[src/rtl/uart_tx_sched_if.sv]
`default_nettype none
// ---- uart_tx_sched_if : producer/transmitter bundle around the UART TX scheduler (rev 1.0) ----
interface uart_tx_sched_if #(
  parameter int N_REQ = 4,
  parameter int CNT_W = 12
);
  logic [N_REQ-1:0]   req;
  logic [8*N_REQ-1:0] req_data;
  logic [N_REQ-1:0]   ack;
  logic [2:0]         grant_id;
  logic               busy;
  logic               frame_done;
  logic               tx_cek;
  logic [CNT_W-1:0]   count;
  logic [7:0]         data;

  // master: the producer side that raises requests and watches the transmitter bus
  modport master (
    output req, req_data,
    input  ack, grant_id, busy, frame_done, tx_cek, count, data
  );

  // slave: the scheduler itself
  modport slave (
    input  req, req_data,
    output ack, grant_id, busy, frame_done, tx_cek, count, data
  );
endinterface
`default_nettype wire

[src/rtl/uart_tx_sched.sv]
`default_nettype none
// ---- uart_tx_sched : round-robin arbiter and baud sequencer for a shared 8N1 UART transmitter (rev 1.0) ----
module uart_tx_sched #(
  parameter int N_REQ    = 4,
  parameter int BAUD_DIV = 2604,
  parameter int CNT_W    = 12
) (
  input  logic           clk,
  input  logic           reset,
  uart_tx_sched_if.slave bus
);

  typedef enum logic [1:0] {
    S_IDLE  = 2'd0,
    S_START = 2'd1,
    S_SEND  = 2'd2
  } state_t;

  localparam logic [CNT_W-1:0] C_TERM     = CNT_W'(BAUD_DIV);
  localparam logic [CNT_W-1:0] C_PRE_TERM = CNT_W'(BAUD_DIV - 1);
  localparam logic [3:0]       C_LAST_BIT = 4'd9;
  localparam logic [2:0]       C_LAST_REQ = 3'(N_REQ - 1);
  localparam logic [3:0]       C_NREQ     = 4'(N_REQ);

  state_t           state_q, state_d;
  logic [CNT_W-1:0] count_q, count_d;
  logic [3:0]       bit_idx_q, bit_idx_d;
  logic [2:0]       rr_ptr_q, rr_ptr_d;
  logic             tx_cek_q, tx_cek_d;
  logic [N_REQ-1:0] ack_q, ack_d;
  logic             busy_q, busy_d;
  logic             frame_done_q, frame_done_d;
  logic [7:0]       data_q, data_d;
  logic [2:0]       grant_id_q, grant_id_d;

  logic [7:0]       w_req_pad;
  logic [63:0]      w_data_pad;
  logic [3:0]       w_idx;
  logic [2:0]       w_pick;
  logic             w_found;
  logic [7:0]       w_onehot;

  assign w_req_pad  = 8'(bus.req);
  assign w_data_pad = 64'(bus.req_data);

  // first set request at or after rr_ptr, wrapping modulo N_REQ
  always_comb begin
    w_found = 1'b0;
    w_pick  = '0;
    w_idx   = '0;
    for (int i = 0; i < N_REQ; i++) begin
      w_idx = {1'b0, rr_ptr_q} + 4'(i);
      if (w_idx >= C_NREQ) begin
        w_idx = w_idx - C_NREQ;
      end
      if (!w_found && w_req_pad[w_idx[2:0]]) begin
        w_found = 1'b1;
        w_pick  = w_idx[2:0];
      end
    end
  end

  assign w_onehot = 8'd1 << w_pick;

  always_comb begin
    state_d      = state_q;
    count_d      = count_q;
    bit_idx_d    = bit_idx_q;
    rr_ptr_d     = rr_ptr_q;
    tx_cek_d     = 1'b0;
    ack_d        = '0;
    busy_d       = busy_q;
    frame_done_d = 1'b0;
    data_d       = data_q;
    grant_id_d   = grant_id_q;

    case (state_q)
      S_IDLE: begin
        count_d   = '0;
        bit_idx_d = '0;
        if (w_found) begin
          // strobe and ack are registered, so they appear during the START cycle
          state_d    = S_START;
          data_d     = w_data_pad[{w_pick, 3'b000} +: 8];
          grant_id_d = w_pick;
          rr_ptr_d   = (w_pick == C_LAST_REQ) ? 3'd0 : w_pick + 3'd1;
          busy_d     = 1'b1;
          tx_cek_d   = 1'b1;
          ack_d      = w_onehot[N_REQ-1:0];
        end
      end

      S_START: begin
        state_d   = S_SEND;
        count_d   = '0;
        bit_idx_d = '0;
      end

      S_SEND: begin
        if (count_q == C_TERM) begin
          count_d = '0;
          if (bit_idx_q == C_LAST_BIT) begin
            state_d   = S_IDLE;
            bit_idx_d = '0;
            busy_d    = 1'b0;
          end else begin
            bit_idx_d = bit_idx_q + 4'd1;
          end
        end else begin
          count_d = count_q + 1'b1;
        end
        // registered pulse lands in the cycle where the last bit reaches terminal count
        if (bit_idx_q == C_LAST_BIT && count_q == C_PRE_TERM) begin
          frame_done_d = 1'b1;
        end
      end

      default: begin
        state_d = S_IDLE;
        count_d = '0;
        busy_d  = 1'b0;
      end
    endcase
  end

  always_ff @(posedge clk or posedge reset) begin
    if (reset) begin
      state_q      <= S_IDLE;
      count_q      <= '0;
      bit_idx_q    <= '0;
      rr_ptr_q     <= '0;
      tx_cek_q     <= 1'b0;
      ack_q        <= '0;
      busy_q       <= 1'b0;
      frame_done_q <= 1'b0;
      data_q       <= 8'h00;
      grant_id_q   <= '0;
    end else begin
      state_q      <= state_d;
      count_q      <= count_d;
      bit_idx_q    <= bit_idx_d;
      rr_ptr_q     <= rr_ptr_d;
      tx_cek_q     <= tx_cek_d;
      ack_q        <= ack_d;
      busy_q       <= busy_d;
      frame_done_q <= frame_done_d;
      data_q       <= data_d;
      grant_id_q   <= grant_id_d;
    end
  end

  assign bus.ack        = ack_q;
  assign bus.grant_id   = grant_id_q;
  assign bus.busy       = busy_q;
  assign bus.frame_done = frame_done_q;
  assign bus.tx_cek     = tx_cek_q;
  assign bus.count      = count_q;
  assign bus.data       = data_q;

endmodule
`default_nettype wire
[src/flat_wrapper.sv]
// flat-port wrapper written by rule: the top's interface ports become plain ports
module uart_tx_sched_flat 
#(
  parameter int N_REQ    = 4,
  parameter int BAUD_DIV = 2604,
  parameter int CNT_W    = 12
)
  (clk, reset, bus_req, bus_req_data, bus_ack, bus_grant_id, bus_busy, bus_frame_done, bus_tx_cek, bus_count, bus_data);
  uart_tx_sched_if #(.N_REQ(N_REQ), .CNT_W(CNT_W)) bus_i ();
  input  logic clk;
  input  logic reset;
  input wire logic [$bits(bus_i.req)-1:0] bus_req;
  input wire logic [$bits(bus_i.req_data)-1:0] bus_req_data;
  output wire logic [$bits(bus_i.ack)-1:0] bus_ack;
  output wire logic [$bits(bus_i.grant_id)-1:0] bus_grant_id;
  output wire logic [$bits(bus_i.busy)-1:0] bus_busy;
  output wire logic [$bits(bus_i.frame_done)-1:0] bus_frame_done;
  output wire logic [$bits(bus_i.tx_cek)-1:0] bus_tx_cek;
  output wire logic [$bits(bus_i.count)-1:0] bus_count;
  output wire logic [$bits(bus_i.data)-1:0] bus_data;
  assign bus_i.req = bus_req;
  assign bus_i.req_data = bus_req_data;
  assign bus_ack = bus_i.ack;
  assign bus_grant_id = bus_i.grant_id;
  assign bus_busy = bus_i.busy;
  assign bus_frame_done = bus_i.frame_done;
  assign bus_tx_cek = bus_i.tx_cek;
  assign bus_count = bus_i.count;
  assign bus_data = bus_i.data;
  uart_tx_sched #(.N_REQ(N_REQ), .BAUD_DIV(BAUD_DIV), .CNT_W(CNT_W)) u_core (.clk(clk), .reset(reset), .bus(bus_i));
endmodule
[config.mk]
export PLATFORM = sky130hd
export DESIGN_NAME = uart_tx_sched_flat
export DESIGN_NICKNAME = d
export VERILOG_FILES = /design/src/rtl/uart_tx_sched_if.sv /design/src/rtl/uart_tx_sched.sv /design/src/flat_wrapper.sv
export SDC_FILE = /design/constraint.sdc
export NUM_CORES = 1
export LEC_CHECK = 0
export ABC_CLOCK_PERIOD_IN_PS = 3100
export BUFFER_PORTS_ARGS = -buffer_cell sky130_fd_sc_hd__buf_2
export CELL_PAD_IN_SITES_DETAIL_PLACEMENT = 0
export CELL_PAD_IN_SITES_GLOBAL_PLACEMENT = 2
export CORE_AREA = 4 4 98 100
export CTS_CLUSTER_DIAMETER = 60
export CTS_CLUSTER_SIZE = 16
export DETAILED_ROUTE_END_ITERATION = 7
export DIE_AREA = 0 0 102 104
export PLACE_DENSITY_LB_ADDON = 0.15
export SLEW_MARGIN = 20
export SYNTH_ARGS = -nofsm -noshare
export SYNTH_HDL_FRONTEND = slang
export SYNTH_SLANG_ARGS = --single-unit
[constraint.sdc]
create_clock -name clk -period 3.1 [get_ports clk]
set_input_delay 0.62 -clock clk [delete_from_list [all_inputs] [get_ports clk]]
set_output_delay 0.62 -clock clk [all_outputs]
set_load 0.05 [all_outputs]
==> results of run 1 <==
## per-layer routing
layer	wire (um)	track usage	vias to the layer above
met5	0	0	-
met4	79	0.0356	0
met3	422	0.0295	6
met2	3140	0.210	55
met1	3200	0.178	1017
li1	-	-	1077
## registers in the layout, indices dropped and copies added (netlist names)
signal / count
u_core.bus.count: 12
u_core.bus.data: 8
u_core.bit_idx_q: 4
u_core.bus.ack: 4
u_core.bus.grant_id: 3
u_core.rr_ptr_q: 3
u_core.state_q: 2
u_core.bus.busy: 1
u_core.bus.frame_done: 1
u_core.bus.tx_cek: 1
## synthesized netlist by cell type, types with 4 or more instances
library cell  count  area share
nand2_1          48       0.078
inv_1            11       0.018
xor2_1            6       0.023
nand4_1           6       0.016
and3_1            6       0.016
dfrtp_1          39        0.42
o32ai_1           9       0.034
o21ai_0          17       0.037
a31oi_1           9       0.024
clkbuf_1          4      0.0065
ha_1             10       0.054
nand3_1          13       0.028
a21oi_1          21       0.045
nor2_1           15       0.024
## cells in the final DEF, fill, tap and decap left out, drive strengths merged, types with 2 or more instances in the layout
master and count:
a21oi 23, a31oi 9, and2 3, and3 6
buf 75, clkbuf 6, dfrtp 39, ha 10
inv 12, mux2 2, mux4 2, nand2 48
nand2b 2, nand3 13, nand3b 2, nand4 6
nor2 15, nor2b 3, nor3 3, o21a 3
o21ai 19, o31ai 2, o32ai 9, or3 3
xnor2 4, xor2 6
## final timing paths
kind,cells after the start,start,slack [ns],end
min in group clk,2,u_core.bus.busy$_DFFE_PP0P_,0.48,u_core.bus.busy$_DFFE_PP0P_
worst min-delay path,3,reset,0.45,u_core.bus.count[7]$_DFF_PP0_
max in group asynchronous,3,reset,2.30,u_core.bus.data[0]$_DFFE_PP0P_
worst min register to register,2,u_core.bus.busy$_DFFE_PP0P_,0.48,u_core.bus.busy$_DFFE_PP0P_
worst max-delay path,8,u_core.rr_ptr_q[1]$_DFFE_PP0P_,0.39,u_core.bus.data[2]$_DFFE_PP0P_
worst max register to register,8,u_core.rr_ptr_q[1]$_DFFE_PP0P_,0.39,u_core.bus.data[2]$_DFFE_PP0P_
## worst max-delay path: stages (launching register included)
cell	delay, ns
dfrtp_1	0.43
inv_1	0.11
ha_1	0.37
mux4_2	0.38
a21oi_4	0.22
a21oi_2	0.05
a2111o_1	0.57
o32ai_1	0.35
a31oi_1	0.07
## kinds of logic after synthesis
kind of cell	after synthesis
compound gates	67
simple gates	109
xor+xnor	10
flops	39
buf+inv	22
fa+ha+maj	10
mux	5
## cell type report
| class | instances | area (sq um) |
|---|---|---|
| inverters | 12 | 45.0 |
| fillers | 971 | 5760 |
| flip-flops and latches | 39 | 976 |
| repair buffers | 75 | 395 |
| clock buffers | 6 | 82.6 |
| clock inverters | 2 | 35.0 |
| well taps | 108 | 135 |
| multi-input cells | 201 | 1250 |
## through the flow
stage	std cells	power, uW	setup WS (ns)	utilization
after global routing	443	3330	0.210	0.336
final	443	3070	0.387	0.336
after global placement	435	2660	0.458	0.323
after CTS	443	3120	0.391	0.336
after detailed placement	435	2650	0.413	0.323
after floorplan	262	2150	-0.0278	-
## power groups by stage
stage	clock network [uW]	registers, uW	logic, uW
after global placement	0	755	1910
after floorplan	0	1090	1060
after detailed placement	0	751	1900
after global routing	490	760	2080
final	455	737	1880
after CTS	468	741	1910
==> impl_results.md, run 1 <==
* Post-route setup TNS at 0 ns
* Vias post-DR at 2155
* Cell count after synthesis at 262
* Routability Congestion at 0.728
* Max-cap violations at 0
* Clock power frac at 0.148
* Register area share after synthesis at 0.421
* DR WL/cell at 15.5 um
* Vias/cell at 4.86
* Die area at 10600 sq um
* Vias in the first global route at 2176
* Later-pin clock latency in the skew report at 0.29 ns
* TritonRoute pass-1 iters at 4
* Worst Tran Pin Value at 0.775 ns
* Final min period at 2.71 ns
* Antenna viol nets, final at 0
* Resize count post-CTS at 0
* Post-Syn Nets at 310
* Sw Share at 0.509
* Area grow syn2layout at 25.9%
* Ys flop type: dfrtp_1
* Hold slack at 0.446 ns
* Hold-fix buffers, CTS at 0
* CP Max Fanout at 9
* Startpoint Class: register
* Die Wd at 102 um
* Largest net degree at the start of global routing at 40
* Synth Area in Compound Gates at 0.180
* I/O pins at 68
* Post-Synth XOR/XNOR Area at 0.0410
* Routed WL at 6850 um
* Overall routing resource usage at 0.132
* Int Power at 1510 uW
* Flop pwr share at 0.240
* WP data required at 3.24 ns
* Core Area at 8680 sq um
* Initial Utilization at 0.267
* H-Tree Level Count at 2
* DR iter-0 viols at 71
* Post-synthesis instance area at 2320 sq um
* Area share of and/or/nand/nor cells after synthesis at 0.225
* Fraction of layout cells with a size suffix above 1 at 0.275
* Post-synthesis mux area share at 0.0351
* Type of the worst setup path: reg2reg
* Final hold viol count at 0
* Clock Path Buffers at 2
* CP arrival at 2.85 ns
* Clk slew on worst S/H paths at 0.08 ns
* Slew Viols, Final at 0
* CTS Sinks at 39
* RSZ-0062 raised after global routing: false
* Syn avg cell area at 8.84 sq um
* Hpwl dp at 5020 um
* Ys async rst share at 1.00
* Post-synth EDFFs at 0
* Synth Register Bits at 39
* Worst hold path class: in2async
* Port bufs at 67
* Clock Skew at 0.00173 ns
* Combinational share of power at 0.612
* Clk root buf: clkbuf_8
* Post-layout instance area at 2920 sq um
* Yosys cell types at 42
* Synth Area in Adders at 0.0540
* Worst vdd ir at 0.000420 V
* DR DRC count at 0
* CTS tree: built
* Number of core rows at 34
* DP Area at 2800 sq um
* Final net count at 382
* Crit end category: register
* Period utilization at 0.875
* Diodes inserted at 0
* Global-route wire length before repair at 11100 um
* Die Height at 104 um
* Setup bufs post-CTS at 0
* CTS Buf Count at 5
* Status: finished, final reports clean
* Antenna violations before repair at 0
* Max-slew headroom at the worst pin at 0.480
* Yosys Warn Count at 0
* LEAKAGE at 0.00140 uW
* F_max at 369 MHz
* Psw at 1560 uW
* PD cells at 1050 nW/um^2
* GRT overflow at 0
* Final setup viols at 0
* Largest family of logic cells by synthesized area: simple AND/OR/NAND/NOR gates
Note: power is estimated with default switching activity, not from simulation.
==> run 2, diff against run 1 <==
--- a/config.mk
+++ b/config.mk
@@ -9,11 +9,11 @@
 export BUFFER_PORTS_ARGS = -buffer_cell sky130_fd_sc_hd__buf_2
 export CELL_PAD_IN_SITES_DETAIL_PLACEMENT = 0
 export CELL_PAD_IN_SITES_GLOBAL_PLACEMENT = 2
-export CORE_AREA = 4 4 98 100
+export CORE_AREA = 3 3 97 99
 export CTS_CLUSTER_DIAMETER = 60
 export CTS_CLUSTER_SIZE = 16
 export DETAILED_ROUTE_END_ITERATION = 7
-export DIE_AREA = 0 0 102 104
+export DIE_AREA = 0 0 100 102
 export PLACE_DENSITY_LB_ADDON = 0.15
 export SLEW_MARGIN = 20
 export SYNTH_ARGS = -nofsm -noshare
==> run 2 against run 1 <==
Flip-flop and latch count is the same. Sequential power about the same. Via count rose by 2.2%. Largest power group unchanged. Critical path depth unchanged. Core utilization grew 0.30 points. Cell count grew 0.23%. First-iteration DRC count up 48%. Die area down 3.8%. Non-clock buffer count rose by 1. Total power increased by 0.83%. Routed wire length decreased by 0.48%. Sequential share of layout area shrank 0.13 points.
==> impl_results.md, run 2 (synthesis results as in run 1) <==
* Worst vdd ir at 0.000313 V
* Tot Pwr at 3100 uW
* Worst Tran Pin Value at 0.659 ns
* LEAKAGE at 0.00140 uW
* Status: finished, final reports clean
* Flop pwr share at 0.237
* DR DRC count at 0
* Worst hold path class: in2async
* PD cells at 1060 nW/um^2
* Vias in the first global route at 2135
* Hold-fix buffers, CTS at 0
* Largest net degree at the start of global routing at 40
* Resize count post-CTS at 0
* Final net count at 383
* WP data required at 3.24 ns
* Crit end category: register
* CP arrival at 2.87 ns
* Largest register FFs at 12
* Antenna viol nets, final at 0
* Overall routing resource usage at 0.138
* Setup slack after layout at 0.378 ns
* H-Tree Level Count at 2
* Final core utilization at 0.339
* Hold slack at 0.435 ns
* F_max at 367 MHz
* Antenna violations before repair at 0
* Final min period at 2.72 ns
* TritonRoute pass-1 iters at 4
* DR iter-0 viols at 105
* Psw at 1580 uW
* RR Startpoint: u_core.rr_ptr_q[1]$_DFFE_PP0P_
* Max-cap violations at 0
* Diodes inserted at 0
* Die area at 10200 sq um
* Commonest non-fill, non-tap cell in the layout: buf_2
* Max-slew headroom at the worst pin at 0.559
* CTS Sinks at 39
* Clock power frac at 0.151
* Slew Viols, Final at 0
* R2R Setup Slk at 0.38 ns
* Pre-CTS WS at 0.362 ns
* Type of the worst setup path: reg2reg
* Port bufs at 67
* Register area at 976 sq um
* Post-route setup TNS at 0 ns
* Routability Congestion at 0.727
* Fraction of layout cells with a size suffix above 1 at 0.277
* Global-route wire length before repair at 11200 um
* Reg2Reg Depth at 8
* Multi-input logic area at 1250 sq um
* Die Wd at 100 um
* Number of fill cells at 914
* Die Height at 102 um
* GRT overflow at 0
* CTS tree: built
* Area grow syn2layout at 26.4%
* Startpoint Class: register
* CP Max Fanout at 9
* Clock Path Buffers at 2
* Clock Skew at 0.00478 ns
* I/O pins at 68
* RSZ-0062 raised after global routing: false
* Final setup viols at 0
* Initial Utilization at 0.268
* Final hold viol count at 0
* Setup bufs post-CTS at 0
* Core Area at 8640 sq um
* Routed WL at 6810 um
* Period utilization at 0.878
* Hpwl dp at 4940 um
* Vias/cell at 4.96
* Most frequent cells in the layout: 67 x buf_2, 48 x nand2_1, 39 x dfrtp_1
* Clk slew on worst S/H paths at 0.09 ns
* Later-pin clock latency in the skew report at 0.29 ns
* Clk root buf: clkbuf_8
* Combinational share of power at 0.612
* DR WL/cell at 15.3 um
* Number of core rows at 34
* Vias post-DR at 2203
* Worst R2R End: u_core.bus.data[0]$_DFFE_PP0P_
* Sw Share at 0.509
* CTS Buf Count at 5
* Int Power at 1520 uW
[run 2: cell types whose count changed in the layout (fill, tap and decap cells not counted)]
cell,previous run,this run
inv_6,0,1
clkinv_2,1,0
buf_4,8,9
[run 2: how the worst max path moves through the flow]
stage	startpoint	end	slack [ns]
floorplan	u_core.rr_ptr_q[0]$_DFFE_PP0P_	u_core.bus.data[0]$_DFFE_PP0P_	-0.03
global placement	u_core.rr_ptr_q[1]$_DFFE_PP0P_	u_core.bus.data[0]$_DFFE_PP0P_	0.40
detailed placement	u_core.rr_ptr_q[1]$_DFFE_PP0P_	u_core.bus.data[0]$_DFFE_PP0P_	0.36
CTS	u_core.rr_ptr_q[1]$_DFFE_PP0P_	u_core.bus.data[0]$_DFFE_PP0P_	0.35
global route	u_core.rr_ptr_q[1]$_DFFE_PP0P_	u_core.bus.data[0]$_DFFE_PP0P_	0.16
finish	u_core.rr_ptr_q[1]$_DFFE_PP0P_	u_core.bus.data[0]$_DFFE_PP0P_	0.38
[run 2: worst max-delay path: stages (launching register included)]
cell and delay [ns]:
dfrtp_1 0.43, inv_1 0.11, ha_1 0.38, mux4_2 0.38, a21oi_4 0.23, a21oi_2 0.06, a2111o_1 0.57, o32ai_1 0.35
a31oi_1 0.07
[run 2: metal layers]
layer / wire length [um] / vias up / global-route usage
li1: - / 1080 / -
met4: 58 / 0 / 0.0311
met5: 0 / - / 0
met2: 3230 / 45 / 0.220
met3: 353 / 7 / 0.0287
met1: 3170 / 1071 / 0.193
[run 2: power by group through the flow]
stage	logic (uW)	clock network, uW	registers [uW]
2_1_floorplan	1060	0	1090
3_3_place_gp	1930	0	751
3_5_place_dp	1930	0	748
4_1_cts	1930	483	737
5_1_grt	2130	501	755
6_report	1900	466	735
[run 2: stage by stage]
stage,instances,instance area [sq um]
6_report,444,2930
5_1_grt,444,2930
4_1_cts,444,2930
3_5_place_dp,436,2810
3_3_place_gp,436,2810
2_1_floorplan,262,2320
[run 2: cell type report]
class	count	area share
Inverter	12	0.0154
Timing Repair Buffer	76	0.138
Sequential cell	39	0.333
Clock inverter	2	0.0132
Multi-Input combinational cell	201	0.426
Clock buffer	6	0.0282
Tap cell	108	0.0462
==> run 3, diff against run 2 <==
==> constraint.sdc (replaced) <==
create_clock -name clk -period 3.1 [get_ports clk]
set_input_delay 0.155 -clock clk [delete_from_list [all_inputs] [get_ports clk]]
set_output_delay 0.155 -clock clk [all_outputs]
set_load 0.05 [all_outputs]
==> run 3 against run 2 <==
Non-clock buffer count is the same. Clock-buffer cell count shrank 1. Critical path type unchanged. Highest routed layer unchanged. Largest cell class unchanged. Clock power is 2% lower. Largest power group unchanged. Cell count unchanged. Critical endpoint unchanged.
==> impl_results.md, run 3 (synthesis results as in run 1) <==
* Status: finished, final reports clean
* Routed WL at 6780 um
* Hpwl dp at 4940 um
* Reg2Reg Depth at 8
* Die Wd at 100 um
* Resize count post-CTS at 0
* Post-route setup TNS at 0 ns
* CTS Sinks at 39
* Crit-path slowest cell: a2111o_1
* Most frequent cells in the layout: 67 x buf_2, 48 x nand2_1, 39 x dfrtp_1
* DR DRC count at 0
* Crit path buf inv count at 1
* Clk root buf: clkbuf_8
* I/O pins at 68
* Overall routing resource usage at 0.131
* Worst hold path class: in2reg
* CTS tree: built
* F_max at 368 MHz
* Worst Tran Pin Value at 0.734 ns
* Final net count at 383
* M1 WL at 3290 um
* Max-slew headroom at the worst pin at 0.507
* WHS Path Cells at 3
* Die area at 10200 sq um
* CP arrival at 2.87 ns
* Cell Count, Final, Fillers Out at 444
* Final hold viol count at 0
* Number of core rows at 34
* Met3 WL at 264 um
* Area grow syn2layout at 26.2%
* Worst path top cell family by delay: compound AO/OA/AOI/OAI gates
* CP Max Fanout at 9
* CTS Buf Count at 5
* Core Area at 8640 sq um
* Routability Congestion at 0.766
* Post-layout instance area at 2930 sq um
* Clock Skew at 0.00852 ns
* Type of the worst setup path: reg2reg
* Wire length on met2 at 3150 um
* DR iter-0 viols at 64
* Commonest non-fill, non-tap cell in the layout: buf_2
* Later-pin clock latency in the skew report at 0.30 ns
* WP data required at 3.25 ns
* Diodes inserted at 0
* Max-cap violations at 0
* H-Tree Level Count at 2
* Max incr delay on CP at 0.57 ns
* Clock Path Buffers at 2
* GRT overflow at 0
* Global-route wire length before repair at 10700 um
* Final core utilization at 0.339
* Crit end category: register
* Inst Count DP at 435
* Period utilization at 0.878
* Die Height at 102 um
* Worst vdd ir at 0.000362 V
* Largest register FFs at 12
* Fraction of layout cells with a size suffix above 1 at 0.274
* Port bufs at 67
* RSZ-0062 raised after global routing: false
* DP Area at 2800 sq um
* WP depth at 8
* Antenna viol nets, final at 0
* Hold slack at 0.120 ns
* PD cells at 1050 nW/um^2
* LEAKAGE at 0.00140 uW
* Vias post-DR at 2142
* Critical Path, Cell by Cell: inv_1 -> ha_1 -> mux4_2 -> a21oi_4 -> a21oi_2 -> a2111o_1 -> o32ai_1 -> a31oi_1
* Largest net degree at the start of global routing at 40
* Clk slew on worst S/H paths at 0.09 ns
* Initial Utilization at 0.268
* Final setup viols at 0
* Startpoint Class: register
* TritonRoute pass-1 iters at 4
* Uppermost layer routed: met4
* Final min period at 2.72 ns
* DR WL/cell at 15.3 um
* Number of fill cells at 918
* Vias in the first global route at 2078
* Antenna violations before repair at 0
* Vias/cell at 4.82
* Slew Viols, Final at 0
## run 3: final cells by class
class	count	area [sq um]	share of cell area
Timing Repair Buffer	76	405	0.139
Inverter	12	45.0	0.0154
Sequential cell	39	976	0.334
Clock inverter	3	47.5	0.0163
Tap cell	108	135	0.0462
Multi-Input combinational cell	201	1250	0.426
Clock buffer	5	68.8	0.0235
## run 3: path summary, 6_finish.rpt
kind                                                      end  slack (ns)                            from
setup / recovery               u_core.bus.data[0]$_DFFE_PP0P_        0.38  u_core.rr_ptr_q[1]$_DFFE_PP0P_
hold / removal                 u_core.bus.data[3]$_DFFE_PP0P_        0.12                bus_req_data[27]
setup reg to reg               u_core.bus.data[0]$_DFFE_PP0P_        0.38  u_core.rr_ptr_q[1]$_DFFE_PP0P_
hold reg to reg                   u_core.bus.busy$_DFFE_PP0P_        0.49     u_core.bus.busy$_DFFE_PP0P_
max in group asynchronous  u_core.bus.grant_id[0]$_DFFE_PP0P_        2.22                           reset
min in group asynchronous       u_core.bus.count[8]$_DFF_PP0_        0.52                           reset
## run 3: routing by layer
metal | vias up | track usage
met1 | 1018 | 0.182
met2 | 38 | 0.209
met4 | 0 | 0.0342
met5 | - | 0
li1 | 1080 | -
met3 | 6 | 0.0266
## run 3: per-stage QoR
stage | power [uW] | worst slack (ns)
2_1_floorplan | 2150 | -0.0278
3_3_place_gp | 2660 | 0.472
3_5_place_dp | 2650 | 0.406
4_1_cts | 3110 | 0.373
5_1_grt | 3320 | 0.196
6_report | 3080 | 0.380
## run 3: power by group
part / total (uW) / internal, uW / switching, uW
clock: 458 / 244 / 213
sequential: 736 / 649 / 87.7
combinational: 1880 / 599 / 1280
total: 3080 / 1490 / 1580
## run 3: timing repair
| action | in CTS | in global routing |
|---|---|---|
| setup buffers | 0 | 0 |
| endpoints found under the setup margin | 0 | 0 |
| hold endpoints to repair | 37 | 0 |
| hold buffers | 1 | 0 |
## run 3: worst min-delay path: stages
cell,delay [ns]
buf_2,0.10
nand3_1,0.05
a31oi_1,0.07
